--- src/rtl/arb_pkg.sv ---
`default_nettype none
// ============================================================================
// Module   : arb_pkg
// Purpose  : Shared constants, FSM state type and helper function for the
//            8-way priority arbiter (prio_arbiter_8) and its picker.
// Contents : NREQ  - number of requesters
//            ID_W  - width of a requester index
//            arb_state_e - IDLE / BUSY
//            bit_reverse() - mirrors a request vector
// Revision : 1.0 - initial release
// ============================================================================
package arb_pkg;

    localparam int NREQ = 8;
    localparam int ID_W = 3;

    typedef enum logic [0:0] {
        IDLE = 1'b0,
        BUSY = 1'b1
    } arb_state_e;

    // Mirroring the vector turns a "highest index wins" search into a
    // "lowest index wins" search, so one upward-searching picker serves both
    // fixed-priority and round-robin builds.
    function automatic logic [NREQ-1:0] bit_reverse(input logic [NREQ-1:0] v);
        logic [NREQ-1:0] r;
        r = '0;
        for (int i = 0; i < NREQ; i++) begin
            r[i] = v[NREQ-1-i];
        end
        return r;
    endfunction

endpackage : arb_pkg
`default_nettype wire

--- src/rtl/prio_pick8.sv ---
`default_nettype none
// ============================================================================
// Module   : prio_pick8
// Purpose  : Combinational 8-way picker. Returns the first asserted request
//            found searching upward from i_start, wrapping from 7 to 0.
// Ports    : i_req_masked [7:0] - candidate requests
//            i_start      [2:0] - index searched first
//            o_found            - any candidate asserted
//            o_idx        [2:0] - index of the chosen candidate (0 if none)
// Revision : 1.0 - initial release
// ============================================================================
module prio_pick8
    import arb_pkg::*;
(
    input  logic [NREQ-1:0] i_req_masked,
    input  logic [ID_W-1:0] i_start,
    output logic            o_found,
    output logic [ID_W-1:0] o_idx
);

    logic [NREQ-1:0] w_rot;
    logic [ID_W-1:0] w_off;

    always_comb begin
        // Rotate so that bit 0 of w_rot is requester i_start.
        w_rot = '0;
        for (int i = 0; i < NREQ; i++) begin
            w_rot[i] = i_req_masked[ID_W'(i) + i_start];
        end

        // Lowest set bit of the rotated vector = first hit searching upward.
        w_off = '0;
        for (int i = NREQ - 1; i >= 0; i--) begin
            if (w_rot[i]) begin
                w_off = ID_W'(i);
            end
        end
    end

    assign o_found = |i_req_masked;
    assign o_idx   = o_found ? (i_start + w_off) : '0;

endmodule : prio_pick8
`default_nettype wire

--- src/rtl/prio_arbiter_8.sv ---
`default_nettype none
// ============================================================================
// Module   : prio_arbiter_8
// Purpose  : 8-requester arbiter with registered one-hot grant and an optional
//            per-holder hold limit. A holder keeps the grant until it drops
//            its request or has held for MAX_HOLD cycles; on release the
//            remaining requests are arbitrated in the same cycle (no bubble).
// Config   : ARB_ROUND_ROBIN_EN defined   -> round-robin from last holder+1
//            ARB_ROUND_ROBIN_EN undefined -> fixed priority, bit 7 highest
// Params   : MAX_HOLD - max consecutive grant cycles per holder, 0 = unlimited
// Ports    : clk          - clock, rising edge
//            rst_n        - asynchronous active-low reset
//            req   [7:0]  - request per requester
//            grant [7:0]  - one-hot grant, zero when idle
//            grant_id [2:0] - index of current holder, 0 when idle
//            grant_valid  - a grant is held
//            preempt      - one-cycle pulse after a hold-limit release
// Revision : 1.0 - initial release
// ============================================================================
module prio_arbiter_8
    import arb_pkg::*;
#(
    parameter int MAX_HOLD = 16
) (
    input  logic            clk,
    input  logic            rst_n,
    input  logic [NREQ-1:0] req,
    output logic [NREQ-1:0] grant,
    output logic [ID_W-1:0] grant_id,
    output logic            grant_valid,
    output logic            preempt
);

    // A zero limit still needs a 1-bit counter to keep widths legal.
    localparam int              HC_W     = (MAX_HOLD > 0) ? $clog2(MAX_HOLD + 1) : 1;
    localparam logic [HC_W-1:0] HC_LIMIT = HC_W'(MAX_HOLD);
    localparam logic [HC_W-1:0] HC_SAT   = '1;

    arb_state_e      state_q, state_d;
    logic [NREQ-1:0] grant_q, grant_d;
    logic [ID_W-1:0] grant_id_q, grant_id_d;
    logic [HC_W-1:0] hold_cnt_q, hold_cnt_d;
    logic            preempt_q, preempt_d;

    logic            w_holder_req;
    logic            w_limit_hit;
    logic [NREQ-1:0] w_holder_mask;
    logic [NREQ-1:0] w_eligible;
    logic [NREQ-1:0] w_pick_req;
    logic [ID_W-1:0] w_pick_start;
    logic            w_found;
    logic [ID_W-1:0] w_pick_idx;
    logic [ID_W-1:0] w_winner;
    logic            w_arbitrate;

    // ------------------------------------------------------------------
    // Eligible set: a holder forced off by the limit sits out the
    // arbitration that removes it; a holder that released has its bit low
    // already.
    // ------------------------------------------------------------------
    always_comb begin
        w_holder_req  = req[grant_id_q];
        w_limit_hit   = (state_q == BUSY) && w_holder_req &&
                        (MAX_HOLD != 0) && (hold_cnt_q == HC_LIMIT);
        w_holder_mask = NREQ'(1) << grant_id_q;
        w_eligible    = w_limit_hit ? (req & ~w_holder_mask) : req;
    end

`ifdef ARB_ROUND_ROBIN_EN
    logic [ID_W-1:0] rr_ptr_q, rr_ptr_d;

    assign w_pick_req   = w_eligible;
    assign w_pick_start = rr_ptr_q + ID_W'(1);
    assign w_winner     = w_pick_idx;
`else
    // Fixed priority: search the mirrored vector from 0, then mirror the
    // index back (7 - idx is a bitwise invert for a 3-bit index).
    assign w_pick_req   = bit_reverse(w_eligible);
    assign w_pick_start = '0;
    assign w_winner     = ~w_pick_idx;
`endif

    prio_pick8 u_pick (
        .i_req_masked (w_pick_req),
        .i_start      (w_pick_start),
        .o_found      (w_found),
        .o_idx        (w_pick_idx)
    );

    // ------------------------------------------------------------------
    // Next-state / output logic
    // ------------------------------------------------------------------
    always_comb begin
        state_d     = state_q;
        grant_d     = grant_q;
        grant_id_d  = grant_id_q;
        hold_cnt_d  = hold_cnt_q;
        preempt_d   = 1'b0;
        w_arbitrate = 1'b0;

        case (state_q)
            IDLE: begin
                w_arbitrate = 1'b1;
            end
            BUSY: begin
                if (!w_holder_req || w_limit_hit) begin
                    w_arbitrate = 1'b1;
                end else if (hold_cnt_q != HC_SAT) begin
                    hold_cnt_d = hold_cnt_q + HC_W'(1);
                end
            end
            default: begin
                w_arbitrate = 1'b1;
            end
        endcase

        if (w_arbitrate) begin
            preempt_d = w_limit_hit;
            if (w_found) begin
                state_d    = BUSY;
                grant_d    = NREQ'(1) << w_winner;
                grant_id_d = w_winner;
                hold_cnt_d = HC_W'(1);
            end else begin
                state_d    = IDLE;
                grant_d    = '0;
                grant_id_d = '0;
                hold_cnt_d = '0;
            end
        end
    end

`ifdef ARB_ROUND_ROBIN_EN
    always_comb begin
        rr_ptr_d = rr_ptr_q;
        if (w_arbitrate && w_found) begin
            rr_ptr_d = w_winner;
        end
    end

    // Reset value 7 makes requester 0 the first searched after reset.
    always_ff @(posedge clk or negedge rst_n) begin
        if (!rst_n) begin
            rr_ptr_q <= ID_W'(NREQ - 1);
        end else begin
            rr_ptr_q <= rr_ptr_d;
        end
    end
`endif

    always_ff @(posedge clk or negedge rst_n) begin
        if (!rst_n) begin
            state_q    <= IDLE;
            grant_q    <= '0;
            grant_id_q <= '0;
            hold_cnt_q <= '0;
            preempt_q  <= 1'b0;
        end else begin
            state_q    <= state_d;
            grant_q    <= grant_d;
            grant_id_q <= grant_id_d;
            hold_cnt_q <= hold_cnt_d;
            preempt_q  <= preempt_d;
        end
    end

    assign grant       = grant_q;
    assign grant_id    = grant_id_q;
    assign grant_valid = (state_q == BUSY);
    assign preempt     = preempt_q;

endmodule : prio_arbiter_8
`default_nettype wire
--- config.mk ---
export PLATFORM = sky130hd
export DESIGN_NAME = prio_arbiter_8
export DESIGN_NICKNAME = d
export VERILOG_FILES = /design/src/rtl/arb_pkg.sv /design/src/rtl/prio_pick8.sv /design/src/rtl/prio_arbiter_8.sv
export SDC_FILE = /design/constraint.sdc
export NUM_CORES = 1
export LEC_CHECK = 0
export ABC_AREA = 1
export BUFFER_PORTS_ARGS = -buffer_cell sky130_fd_sc_hd__clkbuf_2
export CAP_MARGIN = 20
export CELL_PAD_IN_SITES_DETAIL_PLACEMENT = 1
export CELL_PAD_IN_SITES_GLOBAL_PLACEMENT = 1
export CORE_ASPECT_RATIO = 1.75
export CORE_UTILIZATION = 35
export DETAILED_ROUTE_END_ITERATION = 10
export GPL_TIMING_DRIVEN = 0
export PLACE_DENSITY_LB_ADDON = 0.15
export SLEW_MARGIN = 20
export SYNTH_ARGS = -nofsm -noshare
export SYNTH_HDL_FRONTEND = slang
export SYNTH_SLANG_ARGS = --single-unit
--- constraint.sdc ---
create_clock -name clk -period 2.4 [get_ports clk]
set_input_delay 0.72 -clock clk [delete_from_list [all_inputs] [get_ports clk]]
set_output_delay 0.72 -clock clk [all_outputs]
set_load 0.02 [all_outputs]
==> metrics, run 1 <==
Max clock buf depth 2; Area growth, synth to finish 28.9%; clock latency on the worst-skew pair 250 ps; crit path time final 2270 ps; Pre-antenna DRT Iters 6; Vias/cell 5.26; R2R Setup Slk 130 ps; reg2reg end hold_cnt_q[0]; Synth Register Bits 18; I/O Buffers 22; Final Slew Violations 0; Final Hold Viols 0; worst r2r path cells 15; max_slew headroom 68.8%; clk slew on worst S/H paths 70 ps; leading post-synthesis cells by cell area dfrtp_1, nand2_1, nand3_1; final setup margin 128 ps; largest family of logic cells by synthesized area simple AND/OR/NAND/NOR gates; top cell type's share of synthesized area 41.3%; Distinct cells, synth 24; maximum number of pins on one net before global-route repair 19; RR Startpoint grant_id[0]; fin nets 194; CP Data Arrival Time 2410 ps; top layer used by detailed routing met4; Final Instance Area 1410 um2; status finished, violations left; Top Ports 23; Post-Synth XOR/XNOR Area 1.61%; critical path type reg2reg; antenna diode count 0; Max Clk Rate 0.440 GHz; Net Count, Synth 160; commonest non-fill, non-tap cell in the layout nand2_1; failing checks design-rule violations; DRT iter0 DRCs 24; Post-route DRC 3; drt total wl 2.97 mm; vias in the first global route 1,113; CP Max Fanout 9; synthesized area per cell 7.42 um2; WL/cell 14.3 um; crit path capture type register; Core Footprint 2930 um2; first-pass GRT wire length 5.10 mm; Post-Synthesis Cells 147; Die H 75.9 um; total CTS buffers 3; fin crit share 94.7%; Synth area leader dfrtp_1; CTS tree yes; max cap viols 0; wire length on met1 1.20 mm; Starting Density 37.3%; Setup-failing EPs final 0; sequential element share of the synthesized area 41.3%; Final Power 1.52 mW; Die W 44.2 um; adder-cell area share of the yosys netlist 3.44%; met3 WL 58 um; commonest non-fill, non-tap cells in the layout nand2_1, clkbuf_2, dfrtp_1, inv_1, nand3_1; PwrDens 1080 nW/um2; DP Area 1240 um2; CP required 2540 ps; leakage power 0.735 nW; Simple-Gate Fraction of Synth Area 38.4%; mux contribution to synthesized area 0%; vias after detailed routing 1,094; synth warn 0; pre-CTS WS -216 ps; DRT antenna net count 0; critical path launch point type register; Final GP Congestion 0.787; Max IR drop VDD 0.000741 V; filler instances 373; layout cells sized above 1 32.8%; CTS root buf clkbuf_8; DP Wirelength 2.39 mm; worst slew pin tran 469 ps; HP Class in2async; # rows 26; initial antenna violation count 0; DIE AREA 3350 um2; Post-Syn Area 1090 um2; compound-gate portion of the synthesized area 9.06%; total track usage 20.5%; Overflow after GRT 0; Clock Skew 4.51 ps; metal2 WL 1.65 mm; H-tree depth 1; Sink Count 18
==> report_power, final <==
| part | total [mW] | switching (mW) | internal, mW |
|---|---|---|---|
| Sequential | 0.464 | 0.0766 | 0.387 |
| Combinational | 0.807 | 0.542 | 0.265 |
| Clock | 0.248 | 0.103 | 0.146 |
| Total | 1.52 | 0.721 | 0.799 |
==> metrics by stage <==
stage	util (%)	TNS, ps	cells	hold WS, ps
6_report	48.0	0	208	406
5_1_grt	48.0	-31.4	208	438
4_1_cts	44.3	0	201	415
3_5_place_dp	42.2	-1260	197	470
3_3_place_gp	42.2	-442	197	465
2_1_floorplan	-	0	147	424
==> area by class of cell <==
| type | count | area [um2] | share of cell area (%) |
|---|---|---|---|
| plain buffers | 2 | 11.3 | 0.801 |
| well taps | 28 | 35.0 | 2.49 |
| clock buffers | 4 | 55.1 | 3.91 |
| multi-input cells | 112 | 634 | 45.1 |
| repair buffers | 29 | 163 | 11.6 |
| inverters | 15 | 56.3 | 4.00 |
| flip-flops and latches | 18 | 452 | 32.1 |
==> routing by layer <==
layer | up-vias | track usage, %
li1 | 543 | -
met4 | 0 | 10.8
met2 | 21 | 38.9
met1 | 524 | 22.9
met5 | - | 0
met3 | 6 | 0
==> synthesized netlist by cell type (all sizes together) <==
library cell / instances
clkinv: 1
xor2: 2
o21ai: 11
dfrtp: 18
buf: 1
ha: 3
clkbuf: 1
nand4: 7
nor3: 1
o21bai: 1
nand3: 13
a21oi: 3
inv: 14
nor2: 15
nand2: 55
o22ai: 1
==> registers in the layout (all words and copies together) (netlist names) <==
signal	count
grant	8
hold_cnt_q	5
grant_id	3
grant_valid	1
preempt	1
==> worst max path at each step <==
stage          cells after the start     startpoint            end
2_1_floorplan                     13         req[0]  hold_cnt_q[0]
3_3_place_gp                      14         req[0]  hold_cnt_q[0]
3_5_place_dp                      14         req[0]  hold_cnt_q[0]
4_1_cts                           13  hold_cnt_q[0]  hold_cnt_q[0]
5_1_grt                           15    grant_id[0]  hold_cnt_q[0]
6_report                          15    grant_id[0]  hold_cnt_q[0]
==> worst max-delay path, cell delays in order, from the launching register on <==
cell	delay, ps
dfrtp_1	380
buf_4	180
nor2_4	150
nand2_1	70
nand2_1	60
nor2_1	80
nor2_4	170
nand3_4	170
nand2_1	120
nand3_1	200
nor2_4	180
nand2_2	90
nand2_1	90
o21ai_1	70
nand2_1	70
o21ai_1	70
==> logic make-up (layout without fill, tap and decap cells) <==
kind of cell / count (synthesis) / in the layout
flip-flops: 18 / 18
XOR/XNOR: 2 / 2
buffers and inverters: 17 / 50
AO/OA/AOI/OAI: 16 / 16
AND/OR/NAND/NOR: 91 / 91
adder cells (fa/ha/maj): 3 / 3
==> timing repair <==
| action | CTS | global route |
|---|---|---|
| resized for setup | 1 | 16 |
| endpoints found under the setup margin | 8 | 11 |
| buffers inserted | 0 | 7 |
| hold buffers | 0 | 0 |
| pin swaps | 0 | 6 |
| endpoints found under the hold margin | 0 | 0 |
No activity file was read; power rests on OpenSTA's default activity.
==> inputs of run 2 (changes only) <==
--- a/config.mk
+++ b/config.mk
@@ -14,7 +14,7 @@
 export CORE_UTILIZATION = 35
 export DETAILED_ROUTE_END_ITERATION = 10
 export GPL_TIMING_DRIVEN = 0
-export PLACE_DENSITY_LB_ADDON = 0.15
+export PLACE_DENSITY_LB_ADDON = 0.2
 export SLEW_MARGIN = 20
 export SYNTH_ARGS = -nofsm -noshare
 export SYNTH_HDL_FRONTEND = slang
==> constraint.sdc (replaced) <==
create_clock -name clk -period 2.7 [get_ports clk]
set_input_delay 0.81 -clock clk [delete_from_list [all_inputs] [get_ports clk]]
set_output_delay 0.81 -clock clk [all_outputs]
set_load 0.02 [all_outputs]
==> metrics, run 2 (same netlist as run 1, synthesis figures left out) <==
status finished, violations left (unchanged); failing checks design-rule violations (unchanged); Psw 0.603 mW (was 0.721 mW); Max clock buf depth 2 (unchanged); vias after detailed routing 1,045 (was 1,094); vias in the first global route 1,050 (was 1,113); Post-route DRC 2 (was 3); initial antenna violation count 0 (unchanged); RR Startpoint grant_id[0] (unchanged); drt total wl 2.87 mm (was 2.97 mm); PwrDens 972 nW/um2 (was 1080 nW/um2); Clock Skew 1.45 ps (was 4.51 ps); hold slack 482 ps (was 406 ps); Combinational Power Share 52.8% (was 53.1%); clk slew on worst S/H paths 60 ps (was 70 ps); Core Footprint 2930 um2 (unchanged); CP required 2840 ps (was 2540 ps); final core utilization 43.8% (was 48.0%); antenna diode count 0 (unchanged); fin nets 187 (was 194); Max IR drop VDD 0.000597 V (was 0.000741 V); layout cells sized above 1 22.7% (was 32.8%); R2R Setup Slk 380 ps (was 130 ps); crit path capture hold_cnt_q[0] (unchanged); commonest non-fill, non-tap cell in the layout nand2_1 (unchanged); Flop pwr share 32.6% (was 30.5%); Worst Setup SP req[0] (was grant_id[0]); I/O Buffers 22 (unchanged); commonest non-fill, non-tap cells in the layout nand2_1, clkbuf_2, dfrtp_1, nand3_1, inv_1 (was nand2_1, clkbuf_2, dfrtp_1, inv_1, nand3_1); Post-Route Setup TNS 0 ps (unchanged); RSZ-0062 raised after global routing no; DP Wirelength 2.35 mm (was 2.39 mm); total track usage 19.9% (was 20.5%); Sink Count 18 (unchanged); Vias/cell 5.23 (was 5.26); Pre-antenna DRT Iters 9 (was 6); Overflow after GRT 0 (unchanged); Starting Density 37.3% (unchanged); CP Data Arrival Time 2500 ps (was 2410 ps); Final GP Congestion 0.816 (was 0.787); worst slew pin tran 450 ps (was 469 ps); DRT iter0 DRCs 17 (was 24); maximum number of pins on one net before global-route repair 19 (unchanged); Die H 75.9 um (unchanged); HP Class reg2reg (was in2async); Area growth, synth to finish 17.5% (was 28.9%); worst r2r path cells 14 (was 15); critical path launch point type input pin (was register); reg2reg end grant[4] (was hold_cnt_q[0]); clock latency on the worst-skew pair 250 ps (about the same); CTS root buf clkbuf_8 (unchanged); Final Instance Area 1280 um2 (was 1410 um2); WL/cell 14.4 um (was 14.3 um); max_slew headroom 70.0% (was 68.8%); first-pass GRT wire length 4.81 mm (was 5.10 mm); Die W 44.2 um (unchanged); leakage power 0.683 nW (was 0.735 nW); Top Ports 23 (unchanged); fin crit share 87.3%; DIE AREA 3350 um2 (unchanged); crit path time final 2360 ps; max cap viols 0 (unchanged); Clk pwr share 14.6% (was 16.3%); Setup-failing EPs final 0 (unchanged); CP Max Fanout 7 (was 9); Max Clk Rate 0.424 GHz; total CTS buffers 3 (unchanged); critical path type in2reg (was reg2reg); Internal 0.643 mW (was 0.799 mW); CTS tree yes (unchanged); H-tree depth 1 (unchanged); # rows 26 (unchanged); DRT antenna net count 0 (unchanged); Final Slew Violations 0 (unchanged); crit path capture type register (unchanged); switching part of the total power 48.4% (was 47.4%); DP Area 1240 um2 (unchanged); max reg flops 8 (unchanged); Final Hold Viols 0 (unchanged)
## run 2: changes by cell type in the layout (fill, tap and decap cells not counted), moves of 2 or more
cell and change:
nand2_2 -5, o21ai_2 -4, nor2_4 -3, nor2_2 +2
o21ai_1 +4, buf_4 -7, nand2_1 +5
## run 2: how the worst min path moves through the flow
| stage | cells past startpoint | slack [ps] | end | start |
|---|---|---|---|---|
| 2_1_floorplan | 0 | 510 | grant[0] | rst_n |
| 3_3_place_gp | 2 | 470 | grant[6] | grant[6] |
| 3_5_place_dp | 2 | 470 | grant[6] | grant[6] |
| 4_1_cts | 2 | 490 | grant[6] | grant[6] |
| 5_1_grt | 2 | 510 | grant[5] | grant[5] |
| 6_report | 2 | 480 | grant[5] | grant[5] |
## run 2: cell type report
class / instances / area (um2)
fillers: 394 / 1650
multi-input cells: 112 / 578
flip-flops and latches: 18 / 450
repair buffers: 22 / 110
inverters: 15 / 56.3
clock buffers: 3 / 41.3
well taps: 28 / 35.0
plain buffers: 2 / 11.3
## run 2: metrics by stage
stage	setup WS, ps	total power, mW	instances
after floorplan	507	0.879	147
after global placement	134	1.05	197
after detailed placement	81.1	1.07	197
after CTS	222	1.27	200
after global routing	91.8	1.36	200
final	342	1.25	200
## run 2: critical path, cell delays in order
cell and delay, ps:
clkbuf_2 90, inv_1 40, o21ai_0 140, nand2_1 70, nand3_1 200, nand3_4 170, o21ai_4 270, nand2_2 140
nor2_4 150, nand2_1 110, nand2_1 110, o21ai_1 70, nand2_1 60, o21ai_1 60
## run 2: metal layers
metal	GRT usage, %	share of wire (%)
met4	9.09	1.9
met1	22.4	40
met5	0	0
met3	1.42	2.6
met2	36.9	56
## run 2: repair_timing
item / CTS / global route
hold buffers: 0 / 0
setup endpoints to repair: 0 / 1
setup buffers: 0 / 0
resized for setup: 0 / 1
## run 2: power by group through the flow
stage / Combinational (mW) / Sequential [mW] / Clock (mW)
6_report: 0.658 / 0.406 / 0.182
5_1_grt: 0.749 / 0.415 / 0.200
4_1_cts: 0.667 / 0.406 / 0.195
3_5_place_dp: 0.660 / 0.412 / 0
3_3_place_gp: 0.644 / 0.406 / 0
2_1_floorplan: 0.419 / 0.461 / 0
==> inputs of run 3 (changes only) <==
--- a/config.mk
+++ b/config.mk
@@ -12,9 +12,10 @@
 export CELL_PAD_IN_SITES_GLOBAL_PLACEMENT = 1
 export CORE_ASPECT_RATIO = 1.75
 export CORE_UTILIZATION = 35
+export CTS_CLUSTER_SIZE = 24
 export DETAILED_ROUTE_END_ITERATION = 10
 export GPL_TIMING_DRIVEN = 0
-export PLACE_DENSITY_LB_ADDON = 0.2
+export PLACE_DENSITY_LB_ADDON = 0.1
 export SLEW_MARGIN = 20
 export SYNTH_ARGS = -nofsm -noshare
 export SYNTH_HDL_FRONTEND = slang
==> metrics, run 3 (same netlist as run 1, synthesis figures left out) <==
Psw 0.609 mW (was 0.603 mW); DP Area 1240 um2 (unchanged); first-pass GRT wire length 4.84 mm (was 4.81 mm); I/O Buffers 22 (unchanged); Die W 44.2 um (unchanged); switching part of the total power 47.5% (was 48.4%); Vias/cell 5.22 (was 5.23); Final Instance Area 1300 um2 (was 1280 um2); Final Slew Violations 0 (unchanged); max cap viols 0 (unchanged); CP Data Arrival Time 2550 ps (was 2500 ps); layout cells sized above 1 23.1% (was 22.7%); leakage power 0.690 nW (was 0.683 nW); drt total wl 2.91 mm (was 2.87 mm); post-route insts no fill 201 (was 200); fin nets 187 (unchanged); Clock Skew 5.38 ps (was 1.45 ps); max_slew headroom 70.1% (was 70.0%); max reg flops 8 (unchanged); Starting Density 37.3% (unchanged); Area growth, synth to finish 18.8% (was 17.5%); vias in the first global route 1,081 (was 1,050); Final GP Congestion 0.789 (was 0.816); critical path launch point type input pin (unchanged); CP max stage cell a21oi_2 (was o21ai_4); final core utilization 44.3% (was 43.8%); worst slew pin tran 449 ps (was 450 ps); failing checks design-rule violations (unchanged); CP required 2880 ps (was 2840 ps); Final Hold Viols 0 (unchanged); # placed instances 197 (unchanged); Critical Path Most Common Cell nand2_1 (unchanged); CTS tree yes (unchanged); CP Max Fanout 7 (unchanged); initial antenna violation count 0 (unchanged); Final Power 1.28 mW (was 1.25 mW); Setup-failing EPs final 0 (unchanged); crit path capture type register (unchanged); RSZ-0062 raised after global routing no (unchanged); maximum number of pins on one net before global-route repair 19 (unchanged); DP Wirelength 2.39 mm (was 2.35 mm); Flop pwr share 31.7% (was 32.6%); worst-path cell chain clkbuf_2, inv_1, nor2_1, a21oi_1, nand3_1, nand3_4, inv_2, nand2_1, nand2_1, nand2_1, clkinv_1, a21oi_2, nand4_1, nand2_1 (was clkbuf_2, inv_1, o21ai_0, nand2_1, nand3_1, nand3_4, o21ai_4, nand2_2, nor2_4, nand2_1, nand2_1, o21ai_1, nand2_1, o21ai_1); Clk pwr share 16.7% (was 14.6%); Pre-antenna DRT Iters 9 (unchanged); Max Clk Rate 0.422 GHz (was 0.424 GHz); WL/cell 14.5 um (was 14.4 um); DRT iter0 DRCs 32 (was 17); CP max stage delay 280 ps (was 270 ps); clock latency on the worst-skew pair 250 ps (about the same); total CTS buffers 3 (unchanged); Max IR drop VDD 0.000645 V (was 0.000597 V); commonest non-fill, non-tap cell in the layout nand2_1 (unchanged); CTS root buf clkbuf_8 (unchanged); Max clock buf depth 2 (unchanged); DIE AREA 3350 um2 (unchanged); antenna diode count 0 (unchanged); clk slew on worst S/H paths 70 ps (was 60 ps); Post-route DRC 2 (unchanged); Combinational Power Share 51.6% (was 52.8%); fin crit share 87.7% (was 87.3%); Overflow after GRT 0 (unchanged); HP Class in2async (was reg2reg); commonest non-fill, non-tap cells in the layout nand2_1, clkbuf_2, dfrtp_1, nand3_1, inv_1 (unchanged); Internal 0.673 mW (was 0.643 mW); total track usage 19.3% (was 19.9%); Post-Route Setup TNS 0 ps (unchanged); Hold-fix buffers, CTS 0 (unchanged); # rows 26 (unchanged); Sink Count 18 (unchanged); crit path time final 2370 ps (was 2360 ps); critical path type in2reg (unchanged); DRT antenna net count 0 (unchanged); status finished, violations left (unchanged); H-tree depth 1 (unchanged); vias after detailed routing 1,050 (was 1,045); PwrDens 989 nW/um2 (was 972 nW/um2); Die H 75.9 um (unchanged); Core Footprint 2930 um2 (unchanged); Top Ports 23 (unchanged)
==> run 3: changes by cell type in the layout (fill, tap and decap cells not counted), sizes merged <==
cell | before | now
clkbuf | 26 | 27
==> run 3: worst paths after layout <==
path	start	to	slack [ps]	cells after the start
max in group asynchronous	rst_n	grant_id[2]	1900	1
min in group clk	grant[6]	grant[6]	490	2
worst max-delay path	req[3]	grant[0]	330	14
worst max register to register	grant_id[0]	grant[0]	360	14
worst min-delay path	rst_n	grant[5]	490	1
worst min register to register	grant[6]	grant[6]	490	2
==> run 3: per-layer routing <==
metal / track usage (%) / part of all wire [%] / vias to the layer above
li1: - / - / 526
met1: 21.4 / 39 / 503
met2: 38.6 / 58 / 19
met3: 0.948 / 2.3 / 2
met4: 5.05 / 0.79 / 0
met5: 0 / 0 / -
==> run 3: final cells by class <==
| cell class | instances | area [um2] |
|---|---|---|
| clock buffer | 4 | 55.1 |
| fill | 394 | 1630 |
| timing repair buffer | 22 | 110 |
| buffer | 2 | 11.3 |
| tap | 28 | 35.0 |
| sequential | 18 | 450 |
| inverter | 15 | 56.3 |
| multi-input combinational | 112 | 578 |
==> run 3: stage by stage <==
step,hold slack [ps],setup WS [ps]
final,486,331
after detailed placement,465,68.3
after global routing,517,102
after floorplan,514,507
after global placement,467,120
after CTS,492,168
==> run 3: power by group through the flow <==
stage | registers (mW) | clock network [mW] | logic (mW)
after CTS | 0.407 | 0.220 | 0.671
final | 0.407 | 0.214 | 0.661
after floorplan | 0.461 | 0 | 0.419
after global routing | 0.415 | 0.231 | 0.742
after detailed placement | 0.412 | 0 | 0.666
after global placement | 0.408 | 0 | 0.645
==> run 3: repair_timing <==
| item | in CTS | in global routing |
|---|---|---|
| gates resized for setup | 0 | 1 |
| endpoints found under the setup margin | 0 | 1 |
| buffers inserted | 0 | 0 |
==> run 3: worst max-delay path: cells and delay by family <==
family,cells,cell delay [ps]
buffers and inverters,4,300
AO/OA/AOI/OAI,2,450
AND/OR/NAND/NOR,8,970
